## config.mk

```make
export PLATFORM = sky130hd
export DESIGN_NAME = bdd_feature_loader
export DESIGN_NICKNAME = d
export VERILOG_FILES = /design/src/rtl/bdd_pkg.sv /design/src/rtl/bdd_vec_fifo.sv /design/src/rtl/bdd_feature_loader.sv
export SDC_FILE = /design/constraint.sdc
export NUM_CORES = 1
export LEC_CHECK = 0
export BUFFER_PORTS_ARGS = -buffer_cell sky130_fd_sc_hd__clkbuf_2
export CORE_ASPECT_RATIO = 1.1
export CORE_UTILIZATION = 47
export DETAILED_ROUTE_END_ITERATION = 7
export GPL_TIMING_DRIVEN = 1
export PLACE_DENSITY = 0.77
export SYNTH_ARGS = -nofsm -noshare
export SYNTH_HDL_FRONTEND = slang
export SYNTH_SLANG_ARGS = --single-unit
```

## constraint.sdc

```tcl
create_clock -name clk -period 3.35 [get_ports clk]
set_input_delay 0.5025 -clock clk [delete_from_list [all_inputs] [get_ports clk]]
set_output_delay 0.5025 -clock clk [all_outputs]
set_load 0.1 [all_outputs]
```

## src/rtl/bdd_pkg.sv

```systemverilog
// Shared constants and types for the BDD traversal front end.
package bdd_pkg;

  localparam int unsigned FEAT_W = 8;               // one feature / coefficient
  localparam int unsigned N_FEAT = 5;               // features per vector (a1..a5)
  localparam int unsigned VEC_W  = N_FEAT * FEAT_W; // packed vector, a1 in MSBs
  localparam int unsigned TAG_W  = 8;               // vector sequence tag

  typedef logic [VEC_W-1:0] feat_vec_t;

  // Assembly state: collecting a vector, or swallowing the tail of an overlong one
  typedef enum logic {
    StFill = 1'b0,
    StDrop = 1'b1
  } asm_state_t;

endpackage

```

## src/rtl/bdd_vec_fifo.sv

```systemverilog
// Generic synchronous show-ahead FIFO with explicit occupancy counter.
// The head entry is visible on rdata whenever the FIFO is non-empty; rdata is 0 when empty.
module bdd_vec_fifo #(
  parameter int unsigned WIDTH = 40,
  parameter int unsigned DEPTH = 4
) (
  input  logic                     clk,
  input  logic                     rst,
  input  logic                     flush,
  input  logic                     push,
  input  logic [WIDTH-1:0]         wdata,
  input  logic                     pop,
  output logic [WIDTH-1:0]         rdata,
  output logic [$clog2(DEPTH):0]   level,
  output logic                     full,
  output logic                     empty
);

  localparam int unsigned PTR_W = $clog2(DEPTH);
  localparam int unsigned LVL_W = PTR_W + 1;

  logic [WIDTH-1:0] mem_q [DEPTH];
  logic [PTR_W-1:0] wr_ptr_q;
  logic [PTR_W-1:0] rd_ptr_q;
  logic [LVL_W-1:0] level_q;
  logic             do_push;
  logic             do_pop;

  // Handshake qualification and show-ahead read port
  always_comb begin
    full    = (level_q == LVL_W'(DEPTH));
    empty   = (level_q == '0);
    do_push = push && !full;
    do_pop  = pop && !empty;
    rdata   = empty ? '0 : mem_q[rd_ptr_q];
    level   = level_q;
  end

  // Pointers wrap modulo DEPTH; level tracks occupancy separately
  always_ff @(posedge clk) begin
    if (rst || flush) begin
      wr_ptr_q <= '0;
      rd_ptr_q <= '0;
      level_q  <= '0;
    end else begin
      if (do_push) wr_ptr_q <= wr_ptr_q + PTR_W'(1);
      if (do_pop)  rd_ptr_q <= rd_ptr_q + PTR_W'(1);
      if (do_push && !do_pop) begin
        level_q <= level_q + LVL_W'(1);
      end else if (!do_push && do_pop) begin
        level_q <= level_q - LVL_W'(1);
      end
    end
  end

  // Storage needs no reset: reads are masked while empty
  always_ff @(posedge clk) begin
    if (do_push) mem_q[wr_ptr_q] <= wdata;
  end

endmodule

```

## src/rtl/bdd_feature_loader.sv

```systemverilog
// Feature loader: assembles byte stream into 5-feature vectors and queues them for the
// traversal engine. Optional build macro BDD_VEC_TAG_EN adds an 8-bit sequence tag per vector.
module bdd_feature_loader
  import bdd_pkg::*;
#(
  parameter int unsigned DEPTH = 4
) (
  input  logic                     clk,
  input  logic                     rst,
  input  logic                     flush,
  input  logic                     s_valid,
  input  logic [FEAT_W-1:0]        s_data,
  input  logic                     s_last,
  output logic                     s_ready,
  output logic                     vec_valid,
  output logic [VEC_W-1:0]         vec_data,
  input  logic                     vec_ready,
  output logic                     err_len,
  output logic [$clog2(DEPTH):0]   level
`ifdef BDD_VEC_TAG_EN
  ,
  output logic [TAG_W-1:0]         vec_tag
`endif
);

  localparam int unsigned IDX_W  = $clog2(N_FEAT);
  localparam int unsigned PART_W = (N_FEAT - 1) * FEAT_W;
  localparam logic [IDX_W-1:0] LAST_IDX = IDX_W'(N_FEAT - 1);
`ifdef BDD_VEC_TAG_EN
  localparam int unsigned FIFO_W = VEC_W + TAG_W;
`else
  localparam int unsigned FIFO_W = VEC_W;
`endif

  asm_state_t        state_q;
  logic [IDX_W-1:0]  idx_q;
  logic [PART_W-1:0] part_q;   // a1..a(N-1), a1 ends up in MSBs
  logic              err_q;
  logic              byte_xfer;
  logic              fifo_push;
  logic              fifo_pop;
  logic              fifo_full;
  logic              fifo_empty;
  feat_vec_t         push_vec;
  logic [FIFO_W-1:0] fifo_wdata;
  logic [FIFO_W-1:0] fifo_rdata;

  // Byte acceptance depends only on registered state, never on vec_ready
  always_comb begin
    s_ready   = (state_q == StDrop) || !((idx_q == LAST_IDX) && fifo_full);
    byte_xfer = s_valid && s_ready && !flush;
    fifo_push = byte_xfer && (state_q == StFill) && (idx_q == LAST_IDX) && s_last;
    fifo_pop  = vec_ready && !flush;
    push_vec  = {part_q, s_data};
  end

  // Assembly FSM: shift in features, discard short/long vectors with one err pulse
  always_ff @(posedge clk) begin
    if (rst || flush) begin
      state_q <= StFill;
      idx_q   <= '0;
      part_q  <= '0;
      err_q   <= 1'b0;
    end else begin
      err_q <= 1'b0;
      if (byte_xfer) begin
        case (state_q)
          StFill: begin
            if (idx_q == LAST_IDX) begin
              idx_q <= '0;
              if (!s_last) begin
                err_q   <= 1'b1;
                state_q <= StDrop;
              end
            end else if (s_last) begin
              idx_q <= '0;
              err_q <= 1'b1;
            end else begin
              part_q <= {part_q[PART_W-FEAT_W-1:0], s_data};
              idx_q  <= idx_q + IDX_W'(1);
            end
          end
          StDrop: begin
            if (s_last) state_q <= StFill;
          end
          default: state_q <= StFill;
        endcase
      end
    end
  end

`ifdef BDD_VEC_TAG_EN
  logic [TAG_W-1:0] tag_q;

  // Tag advances only for vectors that actually enter the FIFO
  always_ff @(posedge clk) begin
    if (rst || flush) begin
      tag_q <= '0;
    end else if (fifo_push) begin
      tag_q <= tag_q + TAG_W'(1);
    end
  end

  // Tag rides in the upper bits of each FIFO entry
  always_comb begin
    fifo_wdata = {tag_q, push_vec};
    vec_tag    = fifo_rdata[FIFO_W-1 -: TAG_W];
  end
`else
  // Untagged build: FIFO carries the vector only
  always_comb begin
    fifo_wdata = push_vec;
  end
`endif

  bdd_vec_fifo #(
    .WIDTH (FIFO_W),
    .DEPTH (DEPTH)
  ) u_fifo (
    .clk   (clk),
    .rst   (rst),
    .flush (flush),
    .push  (fifo_push),
    .wdata (fifo_wdata),
    .pop   (fifo_pop),
    .rdata (fifo_rdata),
    .level (level),
    .full  (fifo_full),
    .empty (fifo_empty)
  );

  // Output view of the FIFO head
  always_comb begin
    vec_valid = !fifo_empty;
    vec_data  = fifo_rdata[VEC_W-1:0];
    err_len   = err_q;
  end

endmodule

```

==> results.yml <==
outcome:
  status: "complete, no violations"
sta:
  fin_skew_ns: 0.00613
  tns_ns: 0
  hold_viol: 0
  worstMarginPinSlew_ns: 0.731
  finalSetupViolCount: 0
  period_minus_slack_ns: 2.83
  fin_crit_sh_pct: 84.5
  rsz0062_at_grt: "no"
  fin_ws_ns: 0.520
  slew_violations: 0
  fmax_mhz: 353
  relSlewSlack_pct: 51.1
cells_and_area:
  diodes: 0
  final_util_pct: 55.4
  area_delta_synth_final_pct: 14.2
  num-nets-final: 548
  layout-drive-gt1-share_pct: 27.7
global_route:
  grtUsageTotal_pct: 16.5
  antenna_found_initial: 0
  overflow: 0
  grt_pass1_wl_um: 22400
  grt_max_degree: 42
  grt_pass1_vias: 4190
pwr:
  seqPwrFrac_pct: 55.6
  peakVddDrop_v: 0.000289
  power_density_nw_per_um2: 535
  p_sw_w: 0.000912
  power_frac_comb_pct: 1.2
  p_int_w: 0.00399
  power.leakage_nw: 3.10
  p_clk_share_pct: 43.2
  sw_frac_of_total_pct: 18.6
yosys:
  synth_area_per_cell_um2: 17.6
  yosysUniqueCellTypes: 37
  syn_nets: 481
  ys.warnings.count: 0
  synthesis.area_um2: 8030
  ys_ff_latch: 206
  syn_inst: 457
  yosysSeqAreaShare_pct: 71.3
flow_run:
  cap_violations: 0
clock_network:
  cts-root-buf: "clkbuf_16"
  cts_hold_buf: 0
  numClockSinks: 206
  cts_resized: 0
  clk_latency_ns: 0.48
  cts_made_buffers: 20
  h-tree-depth: 1
  clk_pin_slew_ns: 0.06
  clock_path_buffers: 3
  cts_setup_buffers: 0
  cts_tree: "built"
worst_setup_path:
  critical_path.startpoint: "u_fifo.level[0]$_SDFFE_PP0P_"
  r2r_slack_ns: 0.55
  r2r-start: "idx_q[0]$_SDFFE_PP0N_"
  critPathKind: "reg2out"
  required_ns: 2.85
  cp.arrival_ns: 2.33
  cp-end-kind: "output pin"
  endpoint: "vec_data[24]"
  startpoint_type: "flop"
  crit_fanout: 41
  ff2ff_path_depth: 10
  crit-reg2reg-capture: "u_fifo.level[2]$_SDFFE_PP0P_"
die:
  fp.dieH_um: 139
  rows: 49
  io_pins: 60
  dieArea_um2: 17600
  dieWidth_um: 127
  core-area_um2: 16600
  initial_core_util_pct: 48.5
placement:
  place.port_buffers: 59
  gp_congestion: 0.754
  dp_slack_ns: 0.534
  place_hpwl_um: 8220
min_path:
  hold_path.class: "in2reg"
drt:
  avgViaCountPerCell: 5.44
  ant_nets: 0
  num_vias: 4036
  wl_per_cell_um: 18.9
  routed_wl_um: 14100
  drc_errors: 0
  drt_iter0_drc: 318
  drt-pass1-iter-count: 4
cell families after synthesis:
logic type	share of synthesized area, %
fa+ha+maj	1.65
buf+inv	1.99
xor+xnor	0.436
flops	71.3
simple gates	7.85
compound gates	1.17
mux	15.6
synthesized netlist by cell type:
cell type  count  area (um^2)
a21oi_1        5         25.0
a31oi_1        1         6.26
and2_1        45          282
and3b_1        1         8.76
buf_1          1         3.75
buf_12         2         40.0
buf_2          6         30.0
buf_4          1         7.51
buf_6          1         11.3
clkbuf_1      11         41.3
dfxtp_1       46          921
edfxtp_1     160         4800
fa_1           1         20.0
ha_1           9          113
inv_1          7         26.3
mux2i_1       35          350
mux4_2        40          901
nand2_1       49          184
nand3_1        2         10.0
nand3b_1       2         15.0
nand4_1        1         6.26
nor2_1         6         22.5
nor2b_1        2         12.5
nor3_2         1         10.0
nor3b_1        3         22.5
nor4bb_1       1         10.0
o211a_1        1         10.0
o211ai_2       1         12.5
o21ai_0        2         10.0
o22ai_1        1         6.26
o311ai_0       1         8.76
o31ai_1        2         15.0
or2_2          2         12.5
or3_2          2         15.0
or3b_2         1         8.76
or3b_4         1         11.3
xor2_1         4         35.0
worst min-delay path by stage:
stage,startpoint,endpoint,depth (start not counted)
global placement,part_q[22]$_SDFFE_PP0P_,u_fifo.mem_q[0][30]$_DFFE_PP_,0
global route,s_data[4],u_fifo.mem_q[2][4]$_DFFE_PP_,1
finish,s_data[3],u_fifo.mem_q[2][3]$_DFFE_PP_,1
detailed placement,part_q[23]$_SDFFE_PP0P_,u_fifo.mem_q[3][31]$_DFFE_PP_,0
CTS,s_data[4],u_fifo.mem_q[2][4]$_DFFE_PP_,1
floorplan,part_q[2]$_SDFFE_PP0P_,u_fifo.mem_q[0][10]$_DFFE_PP_,0
metal layers:
layer / track usage, % / up-vias / routed length (um)
li1: - / 1874 / -
met1: 21.9 / 2063 / 6160
met2: 28.5 / 84 / 7180
met3: 2.66 / 15 / 572
met4: 3.93 / 0 / 146
met5: 0 / - / 0
final cells by class:
| class | instances | area (um^2) |
|---|---|---|
| clock buffers | 28 | 562 |
| inverters | 7 | 26.3 |
| repair buffers | 67 | 380 |
| multi-input cells | 222 | 2160 |
| fillers | 1252 | 7380 |
| flip-flops and latches | 206 | 5730 |
| clock inverters | 8 | 63.8 |
| well taps | 204 | 255 |
registers in the layout, indices dropped and copies added, names as in the netlist, named ones only:
register,flops
state_q,1
err_len,1
u_fifo.rd_ptr_q,2
u_fifo.mem_q,160
u_fifo.level,3
idx_q,3
part_q,32
u_fifo.wr_ptr_q,2
worst max-delay path, cell delays in order (launching register included):
cell      delay (ns)
dfxtp_1         0.39
or3_2           0.78
and2_1          0.27
clkbuf_2        0.37
power by group through the flow:
stage / Combinational (W) / Sequential, W / Clock [W]
after floorplan: 0.0000360 / 0.00278 / 0
after global placement: 0.0000555 / 0.00278 / 0
after detailed placement: 0.0000578 / 0.00278 / 0
after CTS: 0.0000584 / 0.00273 / 0.00216
after global routing: 0.0000635 / 0.00273 / 0.00225
final: 0.0000582 / 0.00273 / 0.00212
layout by cell type (no fill, tap or decap), drive strengths merged:
cell type	n
inv	7
o31ai	2
clkinvlp	1
nor4bb	1
nand3b	2
ha	9
and2	45
nor3b	3
a21oi	5
o211ai	1
nor2	6
nor3	1
or3	2
and3b	1
buf	8
or2	2
clkinv	6
or3b	2
nand4	1
nand2	49
fa	1
bufinv	1
o21ai	2
nand3	2
edfxtp	160
o22ai	1
a31oi	1
mux4	40
o311ai	1
mux2i	35
clkbuf	87
o211a	1
dfxtp	46
nor2b	2
xor2	4
metrics by stage:
stage | hold WS (ns) | total power [W] | std cells | cell area [um^2]
after floorplan | 0.460 | 0.00282 | 457 | 8030
after global placement | 0.469 | 0.00284 | 706 | 8550
after detailed placement | 0.485 | 0.00284 | 706 | 8550
after CTS | 0.259 | 0.00494 | 742 | 9170
after global routing | 0.266 | 0.00504 | 742 | 9170
final | 0.273 | 0.00490 | 742 | 9170
No activity file was read; power rests on OpenSTA's default activity.
